==> src/rtl/red_reduce_seq.sv <==
// red_reduce_seq: multi-cycle lane-sum reduction of two operands with signed/unsigned lanes
module red_reduce_seq #(
    parameter int DATA_W = 16,
    parameter int LANE_W = 4
) (
    input  logic              clk,
    input  logic              rst,
    input  logic              in_valid,
    output logic              in_ready,
    input  logic [DATA_W-1:0] a,
    input  logic [DATA_W-1:0] b,
    input  logic              sgn,
    input  logic              abort,
    output logic              out_valid,
    input  logic              out_ready,
    output logic [DATA_W-1:0] result
);
    localparam int NUM_LANES = DATA_W / LANE_W;
    localparam int ACC_W     = LANE_W + 1 + $clog2(NUM_LANES);
    localparam int IDX_W     = $clog2(NUM_LANES + 1);

    generate
        if (ACC_W > DATA_W || NUM_LANES < 2 || DATA_W % LANE_W != 0) begin : g_bad_params
            $error("red_reduce_seq: unsupported DATA_W/LANE_W combination");
        end
    endgenerate

    typedef enum logic [1:0] {IDLE, ACCUM, DONE} state_t;

    state_t              state_q, state_d;
    logic [DATA_W-1:0]   a_q, a_d, b_q, b_d, result_q, result_d;
    logic                sgn_q, sgn_d;
    logic [ACC_W-1:0]    acc_q, acc_d;
    logic [IDX_W-1:0]    idx_q, idx_d;
    logic [ACC_W-1:0]    lane_a, lane_b;

    // Operands are shifted right each add, so the current lane is always the low slice.
    assign lane_a = sgn_q ? ACC_W'($signed(a_q[LANE_W-1:0])) : ACC_W'(a_q[LANE_W-1:0]);
    assign lane_b = sgn_q ? ACC_W'($signed(b_q[LANE_W-1:0])) : ACC_W'(b_q[LANE_W-1:0]);

    assign in_ready  = (state_q == IDLE);
    assign out_valid = (state_q == DONE);
    assign result    = result_q;

    // Next-state: capture in IDLE, one lane pair per ACCUM cycle plus a final extend cycle, hold in DONE.
    always_comb begin
        state_d  = state_q;
        a_d      = a_q;
        b_d      = b_q;
        sgn_d    = sgn_q;
        acc_d    = acc_q;
        idx_d    = idx_q;
        result_d = result_q;
        case (state_q)
            IDLE: begin
                if (in_valid && !abort) begin
                    a_d     = a;
                    b_d     = b;
                    sgn_d   = sgn;
                    acc_d   = '0;
                    idx_d   = '0;
                    state_d = ACCUM;
                end
            end
            ACCUM: begin
                if (abort) begin
                    state_d = IDLE;
                end else if (idx_q == IDX_W'(NUM_LANES)) begin
                    result_d = sgn_q ? DATA_W'($signed(acc_q)) : DATA_W'(acc_q);
                    state_d  = DONE;
                end else begin
                    acc_d = acc_q + lane_a + lane_b;
                    a_d   = a_q >> LANE_W;
                    b_d   = b_q >> LANE_W;
                    idx_d = idx_q + IDX_W'(1);
                end
            end
            DONE:    state_d = (abort || out_ready) ? IDLE : DONE;
            default: state_d = IDLE;
        endcase
    end

    // State and datapath registers with synchronous reset.
    always_ff @(posedge clk) begin
        if (rst) begin
            state_q  <= IDLE;
            a_q      <= '0;
            b_q      <= '0;
            sgn_q    <= 1'b0;
            acc_q    <= '0;
            idx_q    <= '0;
            result_q <= '0;
        end else begin
            state_q  <= state_d;
            a_q      <= a_d;
            b_q      <= b_d;
            sgn_q    <= sgn_d;
            acc_q    <= acc_d;
            idx_q    <= idx_d;
            result_q <= result_d;
        end
    end
endmodule
==> config.mk <==
export PLATFORM = sky130hd
export DESIGN_NAME = red_reduce_seq
export DESIGN_NICKNAME = d
export VERILOG_FILES = /design/src/rtl/red_reduce_seq.sv
export SDC_FILE = /design/constraint.sdc
export NUM_CORES = 1
export LEC_CHECK = 0
export ABC_AREA = 0
export BUFFER_PORTS_ARGS = -buffer_cell sky130_fd_sc_hd__buf_4
export CAP_MARGIN = 20
export CORE_AREA = 2 2 86 88
export DETAILED_ROUTE_END_ITERATION = 12
export DIE_AREA = 0 0 88 90
export PLACE_DENSITY = 0.64
export SYNTH_ARGS = -nofsm -noshare
export SYNTH_HDL_FRONTEND = slang
export SYNTH_SLANG_ARGS = --single-unit
==> constraint.sdc <==
create_clock -name clk -period 2.7 [get_ports clk]
set_input_delay 0 -clock clk [delete_from_list [all_inputs] [get_ports clk]]
set_output_delay 0 -clock clk [all_outputs]
set_load 0.005 [all_outputs]
[Yosys cells after proc, flatten, opt, wreduce, memory -nomap -nowiden]
Cells that the tools add are included.
Storage, ports and cells
  register bits: 61
Operators by class
  add/sub/neg operators: 3
  mux-type cells: 24
  equality and inequality tests: 7
  reductions and logical operators: 9
  bitwise logic cells: 1
Operator list (number)
  16-bit 2-to-1 mux: 7
  16-bit one-hot mux with 2 select lines: 2
  7-bit 2-to-1 mux: 5
  7-bit adder: 2
  7-bit one-hot mux with 2 select lines: 1
  3-bit 2-to-1 mux: 3
  2-bit 2-to-1 mux: 4
  2-bit one-hot mux with 3 select lines: 1
  3-bit one-hot mux with 2 select lines: 1
  2-bit != test (second input constant): 2
  2-bit AND reduction: 2
  4-bit AND reduction: 1
  3-bit by 1-bit adder with 3-bit output (second input constant): 1
  3-bit equality test (second input constant): 1
  3-bit != test (second input constant): 1
  3-bit AND reduction: 1
  2-bit by 1-bit equality test with 1-bit output (second input constant): 1
  2-bit equality test (second input constant): 1
  2-bit logical NOT: 1
  2-bit by 1-bit != test with 1-bit output (second input constant): 1
  2-bit nonzero test: 1
  1-bit logical AND: 1
  1-bit logical NOT: 1
  1-bit logical OR: 1
  1-bit inverter: 1

[Longest topological paths before layout]
Gate-level depths: netlist of run 1.
  depth after elaboration: 6
  depth in mapped cells: 9

[Least setup slack after synthesis of run 1]
OpenSTA, ideal clock, no wires.
  path type: register to register
  from: register a_q[3]
  to: register acc_q[6]
  path buffers: 0
  clock period less this slack: 2.396 ns
  setup slack: 0.304 ns
  cell stages (with the launch flop): 8
  required time: 2.625 ns
  arrival time: 2.321 ns
  path through: dfxtp_1 -> and2_1 -> fa_1 -> ha_1 -> and3_1 -> a2111oi_0 -> xnor3_1 -> o22ai_1
On the way
  cells in the longest elaborated chain, start to end: 6
RTL lines
  start: declaration: RTL line 31  | logic [DATA_W-1:0] a_q, a_d, b_q, b_d, result_q, result_d;
  start signal: assignment: RTL line 87  | a_q <= '0;
  start signal: assignment: RTL line 95  | a_q <= a_d;
  7-bit 2-to-1 mux: RTL line 38  | assign lane_a = sgn_q ? ACC_W'($signed(a_q[LANE_W-1:0])) : ACC_W'(a_q[LANE_W-1:0]);
  7-bit adder (2 in a row): RTL line 72  | acc_d = acc_q + lane_a + lane_b;
  7-bit 2-to-1 mux: RTL line 68  | end else if (idx_q == IDX_W'(NUM_LANES)) begin
  7-bit 2-to-1 mux: RTL line 66  | if (abort) begin
  7-bit one-hot mux with 2 select lines: RTL line 54  | case (state_q)
  end signal: assignment: RTL line 90  | acc_q <= '0;
  end signal: assignment: RTL line 98  | acc_q <= acc_d;
  end: declaration: RTL line 33  | logic [ACC_W-1:0] acc_q, acc_d;
Every way passes these cells. The select of a mux whose other input is x is not followed.
A chain may end at the register's enable or synchronous reset.

[Worst setup path after layout of run 1]
Same ends and word-level chain as after synthesis.

==> results of run 1 <==
## area by class of cell
| type | instances | share of cell area |
|---|---|---|
| Multi-Input combinational cell | 218 | 0.4253 |
| Sequential cell | 53 | 0.3003 |
| Timing Repair Buffer | 87 | 0.2075 |
| Tap cell | 99 | 0.03506 |
| Clock buffer | 5 | 0.01948 |
| Inverter | 7 | 0.007436 |
| Clock inverter | 3 | 0.004958 |
## metal layers
| layer | up-vias | track usage | part of all wire |
|---|---|---|---|
| li1 | 1174 | - | - |
| met1 | 1099 | 0.2188 | 0.46 |
| met2 | 55 | 0.2696 | 0.48 |
| met3 | 14 | 0.02755 | 0.037 |
| met4 | 0 | 0.06154 | 0.026 |
| met5 | - | 0 | 0 |
## through the flow
| stage | instances | hold WS [ns] |
|---|---|---|
| final | 472 | 0.007102 |
| after global routing | 472 | 0.001331 |
| after CTS | 472 | 0.003635 |
| after detailed placement | 437 | 0.2136 |
| after global placement | 437 | 0.2096 |
| after floorplan | 306 | 0.07931 |
## cell families (layout without fill, tap and decap cells)
family | Yosys count | count (layout) | synth area share
compound gates | 53 | 53 | 0.1877
simple gates | 135 | 135 | 0.2164
mux | 7 | 7 | 0.02551
flops | 53 | 53 | 0.3863
buf+inv | 35 | 102 | 0.07016
xor+xnor | 9 | 9 | 0.03371
fa+ha+maj | 14 | 14 | 0.08019
## cell usage after synthesis (all sizes together)
cell / n
o22ai: 1
or4b: 1
ha: 8
nand3: 15
a2111oi: 1
or3b: 1
nor3b: 1
o21ai: 5
buf: 15
nand4b: 2
and3: 2
nor2: 34
or3: 1
inv: 7
mux2i: 7
nor4b: 1
a21o: 3
clkbuf: 13
xnor2: 1
nor2b: 3
nand2: 66
a22oi: 1
xor2: 7
a21oi: 19
nand2b: 1
dfxtp: 53
xnor3: 1
nor3: 3
fa: 6
and2: 4
a311oi: 23
## sequential cells by signal, indices dropped and copies added, names as in the netlist
name,count
a_q,16
state_q,2
sgn_q,1
idx_q,3
b_q,16
result,8
acc_q,7
## power groups by stage
stage / logic (W) / clock network, W / registers (W)
finish: 0.000298 / 0.000446 / 0.000851
global route: 0.000332 / 0.000500 / 0.000858
CTS: 0.000301 / 0.000458 / 0.000852
detailed placement: 0.000268 / 0 / 0.000870
global placement: 0.000265 / 0 / 0.000868
floorplan: 0.000190 / 0 / 0.000862
## path summary, 6_finish.rpt
kind              end  slack (ns)  cells past startpoint
max          acc_q[6]        0.15                      7
min            b_q[7]       0.007                      3
max reg2reg  acc_q[6]        0.15                      7
min reg2reg   a_q[12]        0.47                      2
## cell usage in the layout (no fill, tap or decap), types with 2 or more instances in the layout
master and n:
a21o_1 3, a21oi_1 19, a311oi_2 22, and2_1 4, and3_1 2, buf_4 59
clkbuf_8 5, clkinv_2 2, dfxtp_1 53, dlygate4sd3_1 27, fa_1 6, ha_1 8
inv_1 7, mux2i_1 7, nand2_1 66, nand3_1 15, nand4b_1 2, nor2_1 33
nor2b_1 2, nor3_1 3, o21ai_0 4, xor2_1 7
## repair_timing
action	CTS	global route
resized for setup	0	1
hold endpoints to repair	27	0
endpoints found under the setup margin	0	1
hold buffers	27	0
## worst register-to-register path: cells and delay by family (launching register included)
family	cells	cell delay, ns
AOI/OAI and AO/OA	2	0.55
xor gates and xnor gates	1	0.27
adders and majority gates	2	0.80
DFF	1	0.42
and+or+nand+nor	2	0.44
==> load_flow_metrics.sql, run 1 <==
INSERT INTO impl_metrics (metric_group, metric, value, unit) VALUES
('synth', 'synth.yosys.warnings', '0', ''),
('cells_and_area', 'final_core_utilization', '0.5033', ''),
('global_route', 'maximum_number_of_pins_on_one_net_before_global_route_repair', '55', ''),
('sta', 'final-setup-viol-count', '0', ''),
('route', 'count_of_antenna_violating_nets_left_after_detailed_routing', '0', ''),
('floorplanning', 'die_w', '88', 'um'),
('synth', 'netlist.top_cell.by_area', 'dfxtp_1', ''),
('cells_and_area', 'nFillCells', '654', ''),
('floorplanning', 'floorplan.initialDensity', '0.3912', ''),
('setup_path', 'worstPathRequired', '2.94', 'ns'),
('cts', 'post_cts.repair.setup_buffers', '0', ''),
('cts', 'clock_sink_count', '53', ''),
('global_route', 'first_pass_grt_wire_length', '10570', 'um'),
('sta', 'timing.final.crit_share', '0.9458', ''),
('cts', 'cts_root_buffer', 'clkbuf_8', ''),
('global_route', 'grt_antenna_before_repair', '0', ''),
('global_route', 'grt_remaining_overflow', '0', ''),
('setup_path', 'worst_setup_path_start_kind', 'flip-flop', ''),
('floorplanning', 'die_area', '0.007920', 'mm^2'),
('setup_path', 'cp_top_family', 'adder cells', ''),
('cells_and_area', 'finish.net_count', '424', ''),
('cells_and_area', 'num_antenna_cells', '0', ''),
('sta', 'timing.final.max_slew_violations', '0', ''),
('floorplanning', 'rows', '31', ''),
('setup_path', 'timing.critical_path.to_type', 'flip-flop', ''),
('pwr', 'internal_power_contribution', '0.001148', 'W'),
('cells_and_area', 'register_area', '0.001061', 'mm^2'),
('synth', 'ys_seq_area_frac', '0.3863', ''),
('cells_and_area', 'total_non_filler_cell_area_in_the_finished_layout', '0.003533', 'mm^2'),
('setup_path', 'critical_path_peak_fanout', '4', ''),
('synth', 'synth.avg_cell_area', '8.975', 'um^2'),
('setup_path', 'largest_incremental_delay_on_the_critical_path', '0.45', 'ns'),
('outcome', 'status', 'finished, final reports clean', ''),
('min_path', 'min-delay-path-class', 'primary input to flip-flop', ''),
('pwr', 'power.density_cell_area', '451.5', 'mW/mm^2'),
('setup_path', 'crit_path_start', 'a_q[3]', ''),
('floorplanning', 'fp.coreArea', '0.007020', 'mm^2'),
('synth', 'synth_seq_cells', '53', ''),
('placed_design', 'placed_area', '0.003176', 'mm^2'),
('pwr', 'pwr-share-comb', '0.187', ''),
('cts', 'clk_path_buf_depth', '2', ''),
('sta', 'maxSlewHeadroom', '0.5303', ''),
('setup_path', 'crit_buf_inv', '0', ''),
('pwr', 'totalPowerFinal', '0.001595', 'W'),
('sta', 'final_worst_path_setup_slack', '0.1464', 'ns'),
('cts', 'number_of_buffers_inserted_during_clock_tree_synthesis', '5', ''),
('cts', 'clk_latency', '0.31', 'ns'),
('sta', 'final.setup.tns', '0', 'ns'),
('synth', 'syn-cell-area', '0.002746', 'mm^2'),
('setup_path', 'cell_with_the_biggest_individual_delay_on_the_critical_path', 'fa_1', ''),
('pwr', 'static-leakage-power', '1.454', 'nW'),
('synth', 'postSynthCellCount', '306', ''),
('sta', 'worst-slew-pin-transition', '0.7045', 'ns'),
('sta', 'achievable-frequency', '391.6', 'MHz'),
('pwr', 'power_frac_clock', '0.280', ''),
('global_route', 'number_of_global_route_vias_before_repair', '2285', ''),
('floorplanning', 'die_h', '90', 'um'),
('route', 'drt_iter0_markers', '121', ''),
('sta', 'final_period_minus_worst_setup_slack', '2.554', 'ns'),
('cells_and_area', 'area_growth_from_synthesis_to_layout', '28.66', '%'),
('placed_design', 'dp_slack', '0.1282', 'ns'),
('floorplanning', 'boundaryPins', '56', ''),
('route', 'detail_route.first_pass.iterations', '4', ''),
('pwr', 'seqPwrFrac', '0.534', ''),
('synth', 'proportion_of_netlist_area_held_by_the_largest_area_contributor', '0.3863', ''),
('cells_and_area', 'final_layout_size_suffix_gt1_frac', '0.2520', ''),
('route', 'vias_per_cell', '4.962', ''),
('pwr', 'irDropWorstVdd', '0.0002300', 'V'),
('route', 'drc', '0', ''),
('cts', 'cts_htree_levels', '2', ''),
('placed_design', 'hpwl', '4303', 'um');
Note: power is estimated with default switching activity, not from simulation.
==> run 2: changes to the inputs <==
PLACE_DENSITY = 0.57   (was 0.64)
==> run 2 against run 1 <==
Worst setup slack improved by 0.015 ns. Sequential share of layout area fell by 0.89 points. Power rose by 6.9%. Largest cell class unchanged.
==> load_flow_metrics.sql, run 2 (synthesis gave the netlist of run 1 again) <==
INSERT INTO impl_metrics (metric_group, metric, value, unit) VALUES
('sta', 'final.setup.tns', '0', 'ns'),
('floorplanning', 'fp.coreArea', '0.007020', 'mm^2'),
('cts', 'clk_path_buf_depth', '2', ''),
('sta', 'maxSlewHeadroom', '0.5017', ''),
('sta', 'grt_setup_unrepaired', 'false', ''),
('sta', 'timing.final.max_slew_violations', '0', ''),
('floorplanning', 'die_h', '90', 'um'),
('setup_path', 'setup.worst_path.class', 'flip-flop to flip-flop', ''),
('cts', 'cts_root_buffer', 'clkbuf_8', ''),
('sta', 'final-setup-viol-count', '0', ''),
('cts', 'clk_latency', '0.31', 'ns'),
('cts', 'clock_transition_time_at_the_flip_flop_clock_pins_of_the_worst_setup_and_hold_paths', '0.10', 'ns'),
('placed_design', 'hpwl', '4429', 'um'),
('route', 'dr_wl_cell', '13.68', 'um'),
('cells_and_area', 'num_antenna_cells', '0', ''),
('cells_and_area', 'register_area', '0.001061', 'mm^2'),
('sta', 'hold_viol', '0', ''),
('route', 'count_of_antenna_violating_nets_left_after_detailed_routing', '0', ''),
('cells_and_area', 'nFillCells', '676', ''),
('cells_and_area', 'finish.net_count', '431', ''),
('global_route', 'grt_remaining_overflow', '0', ''),
('pwr', 'power.density_cell_area', '468.5', 'mW/mm^2'),
('pwr', 'static-leakage-power', '1.502', 'nW'),
('flow_run', 'cap_violations', '0', ''),
('cts', 'clock_sink_count', '53', ''),
('route', 'drc', '0', ''),
('placed_design', 'place.detailed.instances', '439', ''),
('floorplanning', 'floorplan.initialDensity', '0.3912', ''),
('placed_design', 'numPortBuffers', '55', ''),
('sta', 'final_period_minus_worst_setup_slack', '2.538', 'ns'),
('cts', 'cts_tree', 'yes', ''),
('sta', 'worst_hold_slack', '0.006531', 'ns'),
('floorplanning', 'die_area', '0.007920', 'mm^2'),
('setup_path', 'largest_incremental_delay_on_the_critical_path', '0.44', 'ns'),
('cells_and_area', 'area_of_the_multi_input_gates', '0.001520', 'mm^2'),
('setup_path', 'critical_path_peak_fanout', '4', ''),
('setup_path', 'crit_buf_inv', '0', ''),
('outcome', 'status', 'finished, final reports clean', ''),
('route', 'drt_wl_total', '6555', 'um'),
('route', 'vias_per_cell', '4.852', ''),
('cells_and_area', 'area_growth_from_synthesis_to_layout', '32.57', '%'),
('setup_path', 'cp_top_family', 'adder cells', ''),
('setup_path', 'worstPathCellList', 'and2_1, fa_1, ha_1, and3_1, a2111oi_4, xnor3_1, o22ai_1', ''),
('cells_and_area', 'layout_commonest_cell', 'nand2_1', ''),
('setup_path', 'timing.critical_path.to_type', 'flip-flop', ''),
('global_route', 'overall_global_routing_usage', '0.1747', ''),
('min_path', 'min-delay-path-class', 'primary input to flip-flop', ''),
('cts', 'post_cts.repair.setup_buffers', '0', ''),
('sta', 'timing.final.crit_share', '0.9401', ''),
('route', 'detail_route.first_pass.iterations', '4', ''),
('cts', 'number_of_buffers_inserted_during_clock_tree_synthesis', '5', ''),
('pwr', 'irDropWorstVdd', '0.0002110', 'V'),
('placed_design', 'final_weighted_congestion_of_routability_driven_global_placement', '0.8178', ''),
('setup_path', 'worstPathRequired', '2.94', 'ns'),
('cells_and_area', 'final_layout_size_suffix_gt1_frac', '0.2526', ''),
('cts', 'cts_htree_levels', '2', ''),
('sta', 'timing.clock.skew', '0.009103', 'ns'),
('sta', 'achievable-frequency', '394.0', 'MHz'),
('global_route', 'grt_antenna_before_repair', '0', ''),
('global_route', 'maximum_number_of_pins_on_one_net_before_global_route_repair', '55', ''),
('route', 'detailroute.via_count', '2324', ''),
('floorplanning', 'boundaryPins', '56', ''),
('floorplanning', 'die_w', '88', 'um'),
('global_route', 'number_of_global_route_vias_before_repair', '2294', ''),
('cells_and_area', 'layout.cells.non_filler', '479', ''),
('cells_and_area', 'final_cell_mix', 'nand2_1 (66), buf_4 (61), dfxtp_1 (53)', ''),
('sta', 'worst-slew-pin-transition', '0.7446', 'ns'),
('setup_path', 'worst_setup_path_start_kind', 'flip-flop', ''),
('setup_path', 'cell_with_the_biggest_individual_delay_on_the_critical_path', 'fa_1', ''),
('floorplanning', 'rows', '31', ''),
('setup_path', 'crit_arrival', '2.78', 'ns'),
('route', 'drt_iter0_markers', '117', ''),
('global_route', 'first_pass_grt_wire_length', '11050', 'um');
## run 2: changes by cell type in the layout (fill, tap and decap cells not counted)
cell | previous run | this run
buf_4 | 59 | 61
a2111oi_4 | 0 | 1
clkbuf_1 | 0 | 1
clkinv_2 | 2 | 0
clkinvlp_4 | 1 | 0
dlygate4sd3_1 | 27 | 32
clkinv_4 | 0 | 1
a2111oi_1 | 1 | 0
bufinv_16 | 0 | 1
## run 2: worst reg2reg max path, delay by kind of cell, from the launching register on
kind | cells | cell delay [ns]
AO/OA/AOI/OAI | 2 | 0.52
XOR/XNOR | 1 | 0.27
AND/OR/NAND/NOR | 2 | 0.46
adder cells (fa/ha/maj) | 2 | 0.79
flip-flops | 1 | 0.42
## run 2: timing repair
item                                    4_1_cts  5_1_grt
gates resized for setup                       1        2
endpoints found under the hold margin        32        0
hold buffers                                 32        0
endpoints found under the setup margin        1        1
## run 2: path summary, 6_finish.rpt
kind,start,end,slack [ns],depth (start not counted)
worst min register to register,b_q[14],b_q[14],0.48,2
worst min-delay path,b[11],b_q[11],0.007,3
worst max-delay path,a_q[3],acc_q[6],0.16,7
worst max register to register,a_q[3],acc_q[6],0.16,7
## run 2: report_power, final
part	total (W)	switching (W)	internal, W
clock	0.000546	0.000268	0.000279
sequential	0.000852	0.0000287	0.000823
combinational	0.000308	0.000155	0.000153
total	0.00171	0.000451	0.00125
## run 2: layout make-up
class / count / area share
Clock buffer: 6 / 0.01993
Timing Repair Buffer: 94 / 0.2192
Inverter: 7 / 0.007216
Tap cell: 99 / 0.03402
Clock inverter: 2 / 0.01065
Sequential cell: 53 / 0.2914
Multi-Input combinational cell: 218 / 0.4175
## run 2: routing by layer
metal  vias to the layer above  global-route usage  routed length, um
met5                         -                   0                  0
met4                         0             0.05385                 96
met3                         6             0.02847                182
met2                        37              0.2797               3184
met1                      1096              0.2394               3092
li1                       1185                   -                  -
## run 2: through the flow
| step | total power [W] | worst slack [ns] | area, um^2 | util |
|---|---|---|---|---|
| global placement | 0.001140 | 0.1940 | 3191 | 0.4545 |
| detailed placement | 0.001144 | 0.01302 | 3191 | 0.4545 |
| floorplan | 0.001052 | 0.3039 | 2746 | - |
| global route | 0.001799 | 0.01260 | 3641 | 0.5186 |
| finish | 0.001706 | 0.1618 | 3641 | 0.5186 |
| CTS | 0.001728 | 0.06621 | 3623 | 0.5161 |
==> run 3: changes to the inputs <==
PLACE_DENSITY = 0.59   (was 0.57)
clock period = 2.1 ns   (was 2.7 ns; I/O delays follow)
==> run 3 against run 2 <==
Final area is 4.8% higher. Fmax is 18% higher. Routed wire length is 1.0% higher. The run now ends with setup timing left. Clock-buffer cell count is 1 higher. Clock power is 33% higher. Register-to-register slack worse by 0.22 ns. Non-clock buffer count is 13 higher. First-iteration DRC count is 20% lower. Clock skew is 0.0020 ns lower. Critical path type unchanged. Sequential cell count stayed put. Combinational power is 42% higher.
==> load_flow_metrics.sql, run 3 (synthesis gave the netlist of run 1 again) <==
INSERT INTO impl_metrics (metric_group, metric, value, unit) VALUES
('outcome', 'status', 'finished, violations left', ''),
('outcome', 'failed_checks', 'setup timing', ''),
('setup_path', 'crit_arrival', '2.40', 'ns'),
('sta', 'final_period_minus_worst_setup_slack', '2.154', 'ns'),
('sta', 'timing.clock.skew', '0.007060', 'ns'),
('placed_design', 'final_weighted_congestion_of_routability_driven_global_placement', '0.8137', ''),
('global_route', 'grt_remaining_overflow', '0', ''),
('sta', 'maxSlewHeadroom', '0.5407', ''),
('cells_and_area', 'finish.net_count', '444', ''),
('global_route', 'overall_global_routing_usage', '0.1780', ''),
('setup_path', 'r2r_end', 'acc_q[6]', ''),
('floorplanning', 'rows', '31', ''),
('setup_path', 'critical_path_peak_fanout', '2', ''),
('route', 'detailroute.via_count', '2394', ''),
('cells_and_area', 'layout.cells.non_filler', '492', ''),
('cells_and_area', 'area_growth_from_synthesis_to_layout', '38.91', '%'),
('setup_path', 'cell_with_the_biggest_individual_delay_on_the_critical_path', 'fa_1', ''),
('min_path', 'min-delay-path-class', 'primary input to flip-flop', ''),
('route', 'vias_per_cell', '4.866', ''),
('pwr', 'static-leakage-power', '1.569', 'nW'),
('setup_path', 'r2r_cells', '6', ''),
('min_path', 'hold_path_depth', '3', ''),
('sta', 'achievable-frequency', '464.3', 'MHz'),
('global_route', 'first_pass_grt_wire_length', '11140', 'um'),
('setup_path', 'timing.critical_path.to_type', 'flip-flop', ''),
('placed_design', 'numPortBuffers', '55', ''),
('cts', 'clock_transition_time_at_the_flip_flop_clock_pins_of_the_worst_setup_and_hold_paths', '0.10', 'ns'),
('cts', 'post_cts.repair.setup_buffers', '0', ''),
('global_route', 'maximum_number_of_pins_on_one_net_before_global_route_repair', '55', ''),
('floorplanning', 'die_h', '90', 'um'),
('cts', 'cts_htree_levels', '2', ''),
('sta', 'timing.final.crit_share', '1.026', ''),
('floorplanning', 'die_w', '88', 'um'),
('setup_path', 'regToRegSetupSlack', '-0.05', 'ns'),
('sta', 'grt_setup_unrepaired', 'true', ''),
('route', 'drt_wl_total', '6623', 'um'),
('route', 'drc', '0', ''),
('cts', 'cts_tree', 'yes', ''),
('route', 'dr_wl_cell', '13.46', 'um'),
('route', 'detail_route.first_pass.iterations', '4', ''),
('sta', 'final_worst_path_setup_slack', '-0.05360', 'ns'),
('cells_and_area', 'nFillCells', '635', ''),
('route', 'drt_iter0_markers', '94', ''),
('setup_path', 'setup.worst_path.class', 'flip-flop to flip-flop', ''),
('setup_path', 'largest_incremental_delay_on_the_critical_path', '0.50', 'ns'),
('pwr', 'power.density_cell_area', '591.3', 'mW/mm^2'),
('floorplanning', 'fp.coreArea', '0.007020', 'mm^2'),
('cts', 'clk_path_buf_depth', '2', ''),
('setup_path', 'worstPathRequired', '2.34', 'ns'),
('cells_and_area', 'num_antenna_cells', '0', ''),
('cts', 'clk_latency', '0.31', 'ns'),
('sta', 'final.setup.tns', '-0.08677', 'ns'),
('min_path', 'worst_hold_path.endpoint', 'b_q[10]', ''),
('floorplanning', 'boundaryPins', '56', ''),
('setup_path', 'r2r_start', 'a_q[2]', ''),
('sta', 'worst-slew-pin-transition', '0.6889', 'ns'),
('setup_path', 'worstPathCellList', 'fa_1, ha_1, a21o_1, a2111oi_4, xnor3_1, o22ai_1', ''),
('floorplanning', 'die_area', '0.007920', 'mm^2'),
('cells_and_area', 'final_layout_size_suffix_gt1_frac', '0.3333', ''),
('setup_path', 'worst_setup_path_start_kind', 'flip-flop', ''),
('route', 'count_of_antenna_violating_nets_left_after_detailed_routing', '0', ''),
('flow_run', 'cap_violations', '0', ''),
('cts', 'cts_root_buffer', 'clkbuf_8', ''),
('global_route', 'number_of_global_route_vias_before_repair', '2362', ''),
('floorplanning', 'floorplan.initialDensity', '0.3912', ''),
('cells_and_area', 'final_cell_mix', 'buf_4 (74), nand2_1 (66), dfxtp_1 (46)', ''),
('cts', 'clock_sink_count', '53', ''),
('sta', 'timing.final.max_slew_violations', '0', ''),
('placed_design', 'place.detailed.instances', '455', ''),
('sta', 'hold_viol', '0', ''),
('cells_and_area', 'layout_commonest_cell', 'buf_4', ''),
('pwr', 'irDropWorstVdd', '0.0003873', 'V'),
('min_path', 'min_from', 'b[10]', ''),
('setup_path', 'cp_top_family', 'adder cells', ''),
('placed_design', 'hpwl', '4542', 'um'),
('sta', 'final-setup-viol-count', '2', ''),
('global_route', 'grt_antenna_before_repair', '0', ''),
('setup_path', 'crit_buf_inv', '0', ''),
('cts', 'number_of_buffers_inserted_during_clock_tree_synthesis', '5', '');
run 3: cell count changes in the layout (fill, tap and decap cells not counted), moves of 3 or more:
cell,change
buf_4,+13
dfxtp_1,-7
dfxtp_2,+7
ha_1,-4
dlygate4sd3_1,-3
run 3: metrics by stage:
stage / utilization / hold slack, ns / setup WS, ns / power (W) / cell area (um^2)
3_5_place_dp: 0.4783 / 0.2182 / -0.1549 / 0.001506 / 3358
2_1_floorplan: - / 0.07931 / -0.05596 / 0.001357 / 2781
5_1_grt: 0.5434 / 0.006272 / -0.1336 / 0.002365 / 3815
3_3_place_gp: 0.4783 / 0.2124 / -0.1060 / 0.001500 / 3358
6_report: 0.5434 / 0.003728 / -0.05360 / 0.002256 / 3815
4_1_cts: 0.5420 / 0.007909 / -0.04628 / 0.002277 / 3805
run 3: metal layers:
metal | vias up | wire length [um] | GRT usage
li1 | 1215 | - | -
met1 | 1133 | 3064 | 0.2298
met2 | 39 | 3285 | 0.3024
met3 | 7 | 195 | 0.03214
met4 | 0 | 77 | 0.04615
met5 | - | 0 | 0
run 3: how the worst max path moves through the flow:
stage | startpoint | endpoint | slack [ns] | cells after the start
2_1_floorplan | a_q[3] | acc_q[6] | -0.06 | 9
3_3_place_gp | a_q[3] | acc_q[6] | -0.11 | 7
3_5_place_dp | sgn_q | acc_q[6] | -0.15 | 7
4_1_cts | a_q[3] | acc_q[6] | -0.05 | 8
5_1_grt | acc_q[1] | acc_q[6] | -0.13 | 8
6_report | a_q[2] | acc_q[6] | -0.05 | 6
run 3: repair_timing:
item	CTS	global route
endpoints found under the setup margin	2	3
endpoints found under the hold margin	29	0
hold buffers	29	0
gates resized for setup	10	5
pin swaps	7	4
run 3: worst min-delay path, delay by kind of cell:
kind,cells,cell delay (ns)
buf+inv,1,0.11
simple gates,1,0.07
compound gates,1,0.09
run 3: report_power, final:
part / switching [W] / internal, W
clock: 0.000336 / 0.000389
combinational: 0.000215 / 0.000222
sequential: 0.0000334 / 0.00106
run 3: layout make-up:
cell class,count,area [um^2],area share
multi-input combinational,218,1570,0.4116
sequential,53,1070,0.2804
timing repair buffer,107,908.4,0.2381
tap,99,123.9,0.03247
clock buffer,7,86.33,0.02263
clock inverter,1,30.03,0.007871
inverter,7,26.28,0.006888
